**src/rtl/sp_ram_arb_pkg.sv**
```systemverilog
// sp_ram_arb_pkg: shared state type, id width helper and lock timeout default
package sp_ram_arb_pkg;
    typedef enum logic {IDLE, LOCKED} arb_state_e;
    localparam int LOCK_MAX_DEF = 16;
    function automatic int id_width(input int n);
        return (n > 1) ? $clog2(n) : 1;
    endfunction
endpackage

```
**src/rtl/sp_ram_arbiter_rr.sv**
```systemverilog
// rr_arbiter: combinational round-robin pick of the first request at or above ptr
module rr_arbiter #(
    parameter int NREQ = 4,
    parameter int IW = 2
) (
    input  logic [NREQ-1:0] req,
    input  logic [IW-1:0]   ptr,
    output logic [NREQ-1:0] gnt,
    output logic [IW-1:0]   idx
);
    // Scan from the farthest slot back toward ptr so the nearest request wins last
    always_comb begin
        gnt = '0;
        idx = '0;
        for (int k = NREQ - 1; k >= 0; k--) begin
            if (req[(int'(ptr) + k) % NREQ]) begin
                gnt = '0;
                gnt[(int'(ptr) + k) % NREQ] = 1'b1;
                idx = IW'((int'(ptr) + k) % NREQ);
            end
        end
    end
endmodule

```
**src/rtl/sp_ram_arbiter.sv**
```systemverilog
// sp_ram_arbiter: round-robin sharing of one write-first RAM port with atomic lock
module sp_ram_arbiter
    import sp_ram_arb_pkg::*;
#(
    parameter int NREQ = 4,
    parameter int DW = 8,
    parameter int WORDS = 256,
    parameter int LOCK_MAX = LOCK_MAX_DEF,
    localparam int AW = $clog2(WORDS),
    localparam int IW = id_width(NREQ)
) (
    input  logic                 clk,
    input  logic                 rst,
    input  logic [NREQ-1:0]      req_valid,
    output logic [NREQ-1:0]      req_ready,
    input  logic [NREQ-1:0]      req_we,
    input  logic [NREQ-1:0]      req_lock,
    input  logic [NREQ*AW-1:0]   req_addr,
    input  logic [NREQ*DW-1:0]   req_din,
    output logic                 rsp_valid,
    output logic [IW-1:0]        rsp_id,
    output logic                 rsp_we,
    output logic [DW-1:0]        rsp_data,
    output logic                 lock_abort,
    output logic [AW-1:0]        ram_addr,
    output logic                 ram_we,
    output logic [DW-1:0]        ram_din,
    input  logic [DW-1:0]        ram_qout
);
    localparam int CW = $clog2(LOCK_MAX + 1);

    arb_state_e      state_q;
    logic [IW-1:0]   rr_ptr_q, rr_ptr_d, lock_owner_q, g, arb_idx;
    logic [CW-1:0]   lock_cnt_q;
    logic [NREQ-1:0] arb_gnt;
    logic            rsp_valid_q, rsp_we_q, lock_abort_q, accept, unlock, timeout;
    logic [IW-1:0]   rsp_id_q;

    rr_arbiter #(.NREQ(NREQ), .IW(IW)) u_rr (
        .req(req_valid),
        .ptr(rr_ptr_q),
        .gnt(arb_gnt),
        .idx(arb_idx)
    );

    // Grant selection and direct RAM drive; nothing is granted while reset is held
    always_comb begin
        g         = (state_q == LOCKED) ? lock_owner_q : arb_idx;
        req_ready = rst ? '0 : (state_q == LOCKED) ? (req_valid & (NREQ'(1) << lock_owner_q)) : arb_gnt;
        accept    = |req_ready;
        ram_addr  = accept ? req_addr[int'(g)*AW +: AW] : '0;
        ram_din   = accept ? req_din[int'(g)*DW +: DW] : '0;
        ram_we    = accept & req_we[g];
        rr_ptr_d  = (g == IW'(NREQ - 1)) ? '0 : g + 1'b1;
        unlock    = accept & ~req_lock[g];
        timeout   = lock_cnt_q == CW'(LOCK_MAX - 1);
    end

    // Arbitration state, lock timer and one-cycle response pipeline
    always_ff @(posedge clk or posedge rst) begin
        if (rst) begin
            state_q      <= IDLE;
            rr_ptr_q     <= '0;
            lock_owner_q <= '0;
            lock_cnt_q   <= '0;
            rsp_valid_q  <= 1'b0;
            rsp_id_q     <= '0;
            rsp_we_q     <= 1'b0;
            lock_abort_q <= 1'b0;
        end else begin
            rsp_valid_q  <= accept;
            rsp_we_q     <= ram_we;
            lock_abort_q <= 1'b0;
            if (accept) rsp_id_q <= g;
            if (state_q == IDLE) begin
                if (accept) begin
                    rr_ptr_q <= rr_ptr_d;
                    if (req_lock[g]) begin
                        state_q      <= LOCKED;
                        lock_owner_q <= g;
                        lock_cnt_q   <= '0;
                    end
                end
            end else begin
                lock_cnt_q <= lock_cnt_q + 1'b1;
                if (unlock || timeout) begin
                    state_q      <= IDLE;
                    rr_ptr_q     <= rr_ptr_d;
                    lock_abort_q <= ~unlock;
                end
            end
        end
    end

    assign rsp_valid  = rsp_valid_q;
    assign rsp_id     = rsp_id_q;
    assign rsp_we     = rsp_we_q;
    assign lock_abort = lock_abort_q;
    assign rsp_data   = ram_qout;
endmodule

```
**config.mk**
```make
export PLATFORM = sky130hd
export DESIGN_NAME = sp_ram_arbiter
export DESIGN_NICKNAME = d
export VERILOG_FILES = /design/src/rtl/sp_ram_arb_pkg.sv /design/src/rtl/sp_ram_arbiter_rr.sv /design/src/rtl/sp_ram_arbiter.sv
export SDC_FILE = /design/constraint.sdc
export NUM_CORES = 1
export LEC_CHECK = 0
export BUFFER_PORTS_ARGS = -buffer_cell sky130_fd_sc_hd__buf_4
export CAP_MARGIN = 15
export CORE_UTILIZATION = 40
export DETAILED_ROUTE_END_ITERATION = 6
export GPL_ROUTABILITY_DRIVEN = 0
export HOLD_SLACK_MARGIN = 0.03
export PLACE_DENSITY_LB_ADDON = 0.05
export SYNTH_ARGS = -nofsm -noshare
export SYNTH_HDL_FRONTEND = slang
export SYNTH_HIERARCHICAL = 1
export SYNTH_SLANG_ARGS = --single-unit
```
**constraint.sdc**
```tcl
create_clock -name clk -period 3.8 [get_ports clk]
set_input_delay 0.57 -clock clk [delete_from_list [all_inputs] [get_ports clk]]
set_output_delay 0.57 -clock clk [all_outputs]
set_load 0.05 [all_outputs]
```
Word-level counts from Yosys, hierarchy flattened. Cells that the tools add are included.

Register bits after elaboration: 15. Bits of input ports: 86. Output and inout port bits: 34. Logic and storage cells: 100.

Add/subtract/negate cells: 5. Magnitude comparators: 9. Equality and inequality tests: 3. Shift-type cells: 3. Mux-type cells: 49. Bitwise logic cells: 9. Reductions and logical operators: 14.

Operator list (count): variable part select 32 x 6 -> 8 bit (2); two-way mux 4 bit (6); two-way mux 1 bit (19); two-way mux 2 bit (9); two-way mux 8 bit (2); two-way mux 5 bit (3); binary-select mux 1 bit (select 2 bit) (6); less-than comparator 3 x 4 -> 1 bit (second input constant) (3); greater-or-equal comparator 3 x 1 -> 1 bit (second input constant) (3); demux 1 bit (select 2 bit) (4); less-than comparator 2 x 3 -> 1 bit (second input constant) (2); OR reduction 2 bit (3); adder 5 x 1 -> 5 bit (second input constant) (1); == test 5 x 4 -> 1 bit (second input constant) (1); adder 2 x 1 -> 2 bit (second input constant) (2); adder 2 bit (second input constant) (2); AND 4 bit (1); logical AND 1 bit (4); AND reduction 2 bit (2); nonzero test 2 bit (2); OR reduction 4 bit (1); << shifter 1 x 2 -> 4 bit (first input constant) (1); AND 1 bit (first input constant) (3); inverter 1 bit (3); 6 further kinds (7).

Longest topological paths before layout.
Depth in word-level cells: 18. Gate-level depth with buffers: 14.

Modules after synthesis. Netlist, hierarchy kept.

Modules (own cells, without submodules): sp_ram_arbiter (instances 1, cells an instance 135, area an instance 1472.7 um^2, sequential area each 375.4 um^2); rr_arbiter (instances 1, cells an instance 60, area an instance 490.5 um^2, sequential area each 0.0 um^2).

Worst setup path before layout. No wires, ideal clock.

Kind: register -> output. Start point: reg rr_ptr_q[1]. End point: out ram_din[0]. Data arrival time: 4.165 ns. Data required time: 3.230 ns. Slack: -0.935 ns. Cell stages (with the launch flop): 14. Path buffers: 2. Cells stage by stage: dfrtp_1 > inv_1 > ha_1 > clkbuf_2 > mux4_2 > or4_1 > a21o_1 > o211ai_1 > nand2b_1 > a21oi_1 > nor4_4 > inv_2 > clkbuf_1 > and2_1.

Longest elaborated chain between the ends: 15.

RTL lines: from (decl) (line sp_ram_arbiter.sv:33) `logic [IW-1:0] rr_ptr_q, rr_ptr_d, lock_owner_q, g, arb_idx;`; from (signal assigned) (line sp_ram_arbiter.sv:77) `rr_ptr_q <= rr_ptr_d;`; from (signal assigned) (line sp_ram_arbiter.sv:88) `rr_ptr_q <= rr_ptr_d;`; adder 2 bit (line sp_ram_arbiter_rr.sv:16, sp_ram_arbiter_rr.sv:18); OR reduction 2 bit (no line); AND 1 bit (no line); less-than comparator 3 x 4 -> 1 bit (implied by the code) / greater-or-equal comparator 3 x 1 -> 1 bit (equally long branches) (line sp_ram_arbiter_rr.sv:18) `gnt[(int'(ptr) + k) % NREQ] = 1'b1;`; logical AND 1 bit (implied by the code) (line sp_ram_arbiter_rr.sv:18); two-way mux 1 bit (implied by the code) (line sp_ram_arbiter_rr.sv:18); demux 1 bit (select 2 bit); two-way mux 4 bit (3 in series) (line sp_ram_arbiter_rr.sv:16) `if (req[(int'(ptr) + k) % NREQ]) begin`; two-way mux 4 bit (*) (line sp_ram_arbiter_rr.sv:16); named net arb_gnt[1] (line sp_ram_arbiter.sv:35) `logic [NREQ-1:0] arb_gnt;`; two-way mux 4 bit (*) (2 in series) (line sp_ram_arbiter.sv:49) `req_ready = rst ? '0 : (state_q == LOCKED) ? (req_valid & (NREQ'(1) << lock_owner_q)) : arb_gnt;`; named net req_ready[1] (line sp_ram_arbiter.sv:15) `output logic [NREQ-1:0] req_ready,`; OR reduction 4 bit (*) (line sp_ram_arbiter.sv:50) `accept = |req_ready;`; named net accept (line sp_ram_arbiter.sv:36) `logic rsp_valid_q, rsp_we_q, lock_abort_q, accept, unlock, timeout;`; two-way mux 8 bit (*) (line sp_ram_arbiter.sv:52) `ram_din = accept ? req_din[int'(g)*DW +: DW] : '0;`; to (decl) (line sp_ram_arbiter.sv:27) `output logic [DW-1:0] ram_din,`.

Mark *: on every way through the listed nets, which the timed path passes. The rest lies on a longest branch. The select of a mux whose other input is x is not followed.

Worst setup path in the final report.
Start point: reg rr_ptr_q[1]. End point: out ram_addr[3].

Longest elaborated chain between the ends: 15.

RTL lines: adder 2 bit (line sp_ram_arbiter_rr.sv:16, sp_ram_arbiter_rr.sv:18); OR reduction 2 bit (no line); AND 1 bit (no line); less-than comparator 3 x 4 -> 1 bit (implied by the code) / greater-or-equal comparator 3 x 1 -> 1 bit (equally long branches) (line sp_ram_arbiter_rr.sv:18); logical AND 1 bit (implied by the code) (line sp_ram_arbiter_rr.sv:18); two-way mux 1 bit (implied by the code) (line sp_ram_arbiter_rr.sv:18); demux 1 bit (select 2 bit); two-way mux 4 bit (3 in series) (line sp_ram_arbiter_rr.sv:16); two-way mux 4 bit (*) (line sp_ram_arbiter_rr.sv:16); named net arb_gnt[1] (line sp_ram_arbiter.sv:35); two-way mux 4 bit (*) (2 in series) (line sp_ram_arbiter.sv:49); OR reduction 4 bit (*) (line sp_ram_arbiter.sv:50); two-way mux 8 bit (*) (line sp_ram_arbiter.sv:51) `ram_addr = accept ? req_addr[int'(g)*AW +: AW] : '0;`; to (decl) (line sp_ram_arbiter.sv:25) `output logic [AW-1:0] ram_addr,`.

Marks and branches as above.

==> summary.md <==
| Metric | Value |
|---|---|
| Via Count | 2,064 |
| Chip height | 72.06 µm |
| Placeable core area | 4723 µm² |
| Outcome | completed |
| Leftover overflow at the end of global routing | 0 |
| Most common cell after layout, fill and taps aside | sky130_fd_sc_hd__buf_4 |
| Yosys Warn Count | 6 |
| Clk sink count | 15 |
| Worst Max-Slew Pin Slew | 0.5776 ns |
| Count of final max-slew check failures | 0 |
| Number of buffer cells added on primary ports | 103 |
| Total routing resource utilization after global routing | 23.18% |
| Final worst-path cycle share | 98.48% |
| Clk Tree Root Cell | sky130_fd_sc_hd__clkbuf_8 |
| Register bit count reported by yosys | 15 |
| Global-route wire length before repair | 9494 µm |
| Endpoint type of the worst setup path | output port |
| Antenna diode instance count | 0 |
| Nets | 407 |
| Total power divided by cell area | 1248 nW/µm² |
| Largest vdd supply drop | 1.021 mV |
| Commonest register cell after synthesis | sky130_fd_sc_hd__dfrtp_1 |
| Fmax | 0.2672 GHz |
| CTS tree | yes |
| Mapped Nets | 291 |
| Fraction of layout cells with a size suffix above 1 | 60.97% |
| Post-synth EDFFs | 0 |
| Layout overhead on the synthesized area | 63.48% |
| Via count of the first global-routing pass | 1,959 |
| Max Root-Sink Buffers | 2 |
| Top cells by area in the synthesized netlist | sky130_fd_sc_hd__mux4_2, sky130_fd_sc_hd__dfrtp_1, sky130_fd_sc_hd__ha_1 |
| Worst Clk Skew | 0.002910 ns |
| Number of buffers inserted for hold repair after clock tree synthesis | 0 |
| Detailed-route DRC error count | 0 |
| Post-Syn Instances | 195 |
| HPWL after detailed placement | 4746 µm |
| Startpoint type of the worst setup path | flip-flop |
| Number of top-level pins | 120 |
| Most used cells in the layout excluding fill and tap cells | sky130_fd_sc_hd__buf_4, sky130_fd_sc_hd__mux4_2, sky130_fd_sc_hd__and2_4 |
| Total Negative Setup Slacks | 0 ns |
| DR pass1 iterations | 5 |
| Sequential element share of the synthesized area | 19.12% |
| Static Leakage | 1.467 nW |
| Detailed router's first-iteration violation count | 91 |
| RSZ-0062 raised after global routing | true |
| Overall power of the completed layout | 0.004006 W |
| Antenna viol nets, final | 0 |
| H-tree depth | 1 |
| GRT Max-Usage Layer | met2 |
| Fraction of post-synthesis cell area in the top cell type by area | 21.80% |
| Die extent in x | 72.06 µm |
| Cell type with the largest total area after synthesis | sky130_fd_sc_hd__mux4_2 |
| Largest net degree at the start of global routing | 29 |
| Count of endpoints failing setup in the final report | 0 |
| Mapped Avg Cell Area | 10.07 µm² |
| Routed length per placed instance | 16.66 µm |
| Initial core utilization | 41.56% |
| Worst hold path class | input port to asynchronous set/reset pin |
| Placed cells | 357 |
| Synth cell types | 52 |
| Register clock-pin slew on the reported worst setup and hold paths | 0.06 ns |
| Grt met3 use | 7.083% |
| M2 GR Usage | 39.41% |
| Met1 demand-to-capacity share in global routing | 30.01% |
| Initial antenna violation count | 0 |
| Die area | 5192 µm² |
| Final critical-path required period | 3.742 ns |
| Async SR Flop Fraction | 100.0% |
| Total of max-cap violations | 0 |
| Netlist Area Pre-Place | 1963 µm² |
| Overall routed net length | 6282 µm |
| Maximum fanout along the worst path | 8 |
| Critical path required time | 3.23 ns |
| Post-Layout Cell Count | 377 |
| Crit Path Class | flip-flop to output port |
| Number of clock buffers inserted by TritonCTS | 3 |
| Final count of hold timing violations | 0 |
| WP data arrival | 3.17 ns |
| Via-to-Cell Ratio | 5.475 |
| Latest clock arrival within the worst-skew pair | 0.25 ns |
| Placement Rows | 25 |
| Worst slew margin | 61.45% |
==> report_power, final <==
part	internal (W)	switching [W]	total, W
clock	0.0000742	0.0000562	0.000130
combinational	0.00175	0.00181	0.00356
sequential	0.000238	0.0000828	0.000321
==> kinds of logic (layout without fill, tap and decap cells) <==
group	count (synthesis)	count (layout)	synth area share (%)
AND/OR/NAND/NOR	74	74	22.05
AO/OA/AOI/OAI	36	36	12.17
multiplexers	32	32	30.85
buffers and inverters	25	140	8.094
flip-flops	15	15	19.12
adder cells (fa/ha/maj)	10	10	6.373
XOR/XNOR	3	3	1.339
==> flip-flops by register name, summed over array words and instances (netlist names) <==
register / cells
lock_owner_q: 2
rsp_we: 1
rsp_id: 2
rr_ptr_q: 2
lock_abort: 1
rsp_valid: 1
state_q: 1
lock_cnt_q: 5
==> worst paths after layout <==
check | start | end | slack [ns] | cells past startpoint
min reg2reg | lock_cnt_q[4] | lock_cnt_q[4] | 0.53 | 2
max | rr_ptr_q[1] | ram_addr[3] | 0.06 | 13
max reg2reg | rr_ptr_q[1] | lock_owner_q[0] | 0.47 | 14
min | rst | lock_abort | 0.43 | 2
max in group asynchronous | rst | rr_ptr_q[0] | 2.96 | 2
min in group clk | lock_cnt_q[4] | lock_cnt_q[4] | 0.53 | 2
==> routing by layer <==
layer  vias to the layer above  share of wire, %
li1                        965                 -
met3                         6               9.5
met4                         0              0.49
met5                         -                 0
met2                        99                52
met1                       994                38
==> final cells by class <==
| cell class | count | area [µm²] |
|---|---|---|
| clock buffers | 4 | 45.04 |
| repair buffers | 129 | 1159 |
| inverters | 7 | 33.78 |
| well taps | 67 | 83.83 |
| flip-flops and latches | 15 | 377.9 |
| multi-input cells | 155 | 1510 |
| fillers | 382 | 1514 |
==> stage by stage <==
stage	utilization (%)	hold WS, ns	cell area [µm²]	worst slack, ns
3_3_place_gp	60.77	0.5128	2870	0.1465
4_1_cts	62.04	0.4590	2930	0.02193
2_1_floorplan	-	0.4713	2074	0.02291
6_report	67.95	0.4262	3209	0.05762
3_5_place_dp	60.77	0.5233	2870	0.1679
5_1_grt	67.95	0.5024	3209	-0.02723
==> cells in the mapped netlist, types with 6 or more instances <==
library cell	count
sky130_fd_sc_hd__mux4_2	19
sky130_fd_sc_hd__and2_1	18
sky130_fd_sc_hd__dfrtp_1	15
sky130_fd_sc_hd__nor2_1	13
sky130_fd_sc_hd__ha_1	10
sky130_fd_sc_hd__nand2_1	10
sky130_fd_sc_hd__a21oi_1	9
sky130_fd_sc_hd__buf_4	8
sky130_fd_sc_hd__nand2b_1	6
sky130_fd_sc_hd__nand3_1	6
sky130_fd_sc_hd__nand4_1	6
==> critical path, stage by stage (launching register included) <==
cell and delay (ns):
sky130_fd_sc_hd__dfrtp_2 0.44, sky130_fd_sc_hd__inv_6 0.11, sky130_fd_sc_hd__ha_4 0.22, sky130_fd_sc_hd__mux4_2 0.35, sky130_fd_sc_hd__or4_1 0.53, sky130_fd_sc_hd__a21o_1 0.17, sky130_fd_sc_hd__o211ai_1 0.09, sky130_fd_sc_hd__nand2b_1 0.13
sky130_fd_sc_hd__a21oi_4 0.20, sky130_fd_sc_hd__nor4_4 0.07, sky130_fd_sc_hd__inv_2 0.15, sky130_fd_sc_hd__clkbuf_16 0.18, sky130_fd_sc_hd__and2_4 0.14, sky130_fd_sc_hd__buf_8 0.14
==> repair_timing <==
item / 4_1_cts / 5_1_grt
resized for setup: 0 / 38
setup endpoints to repair: 17 / 17
setup buffers: 2 / 12
cloned: 0 / 2
pin swaps: 0 / 4
Power figures use the tool's default switching activity.
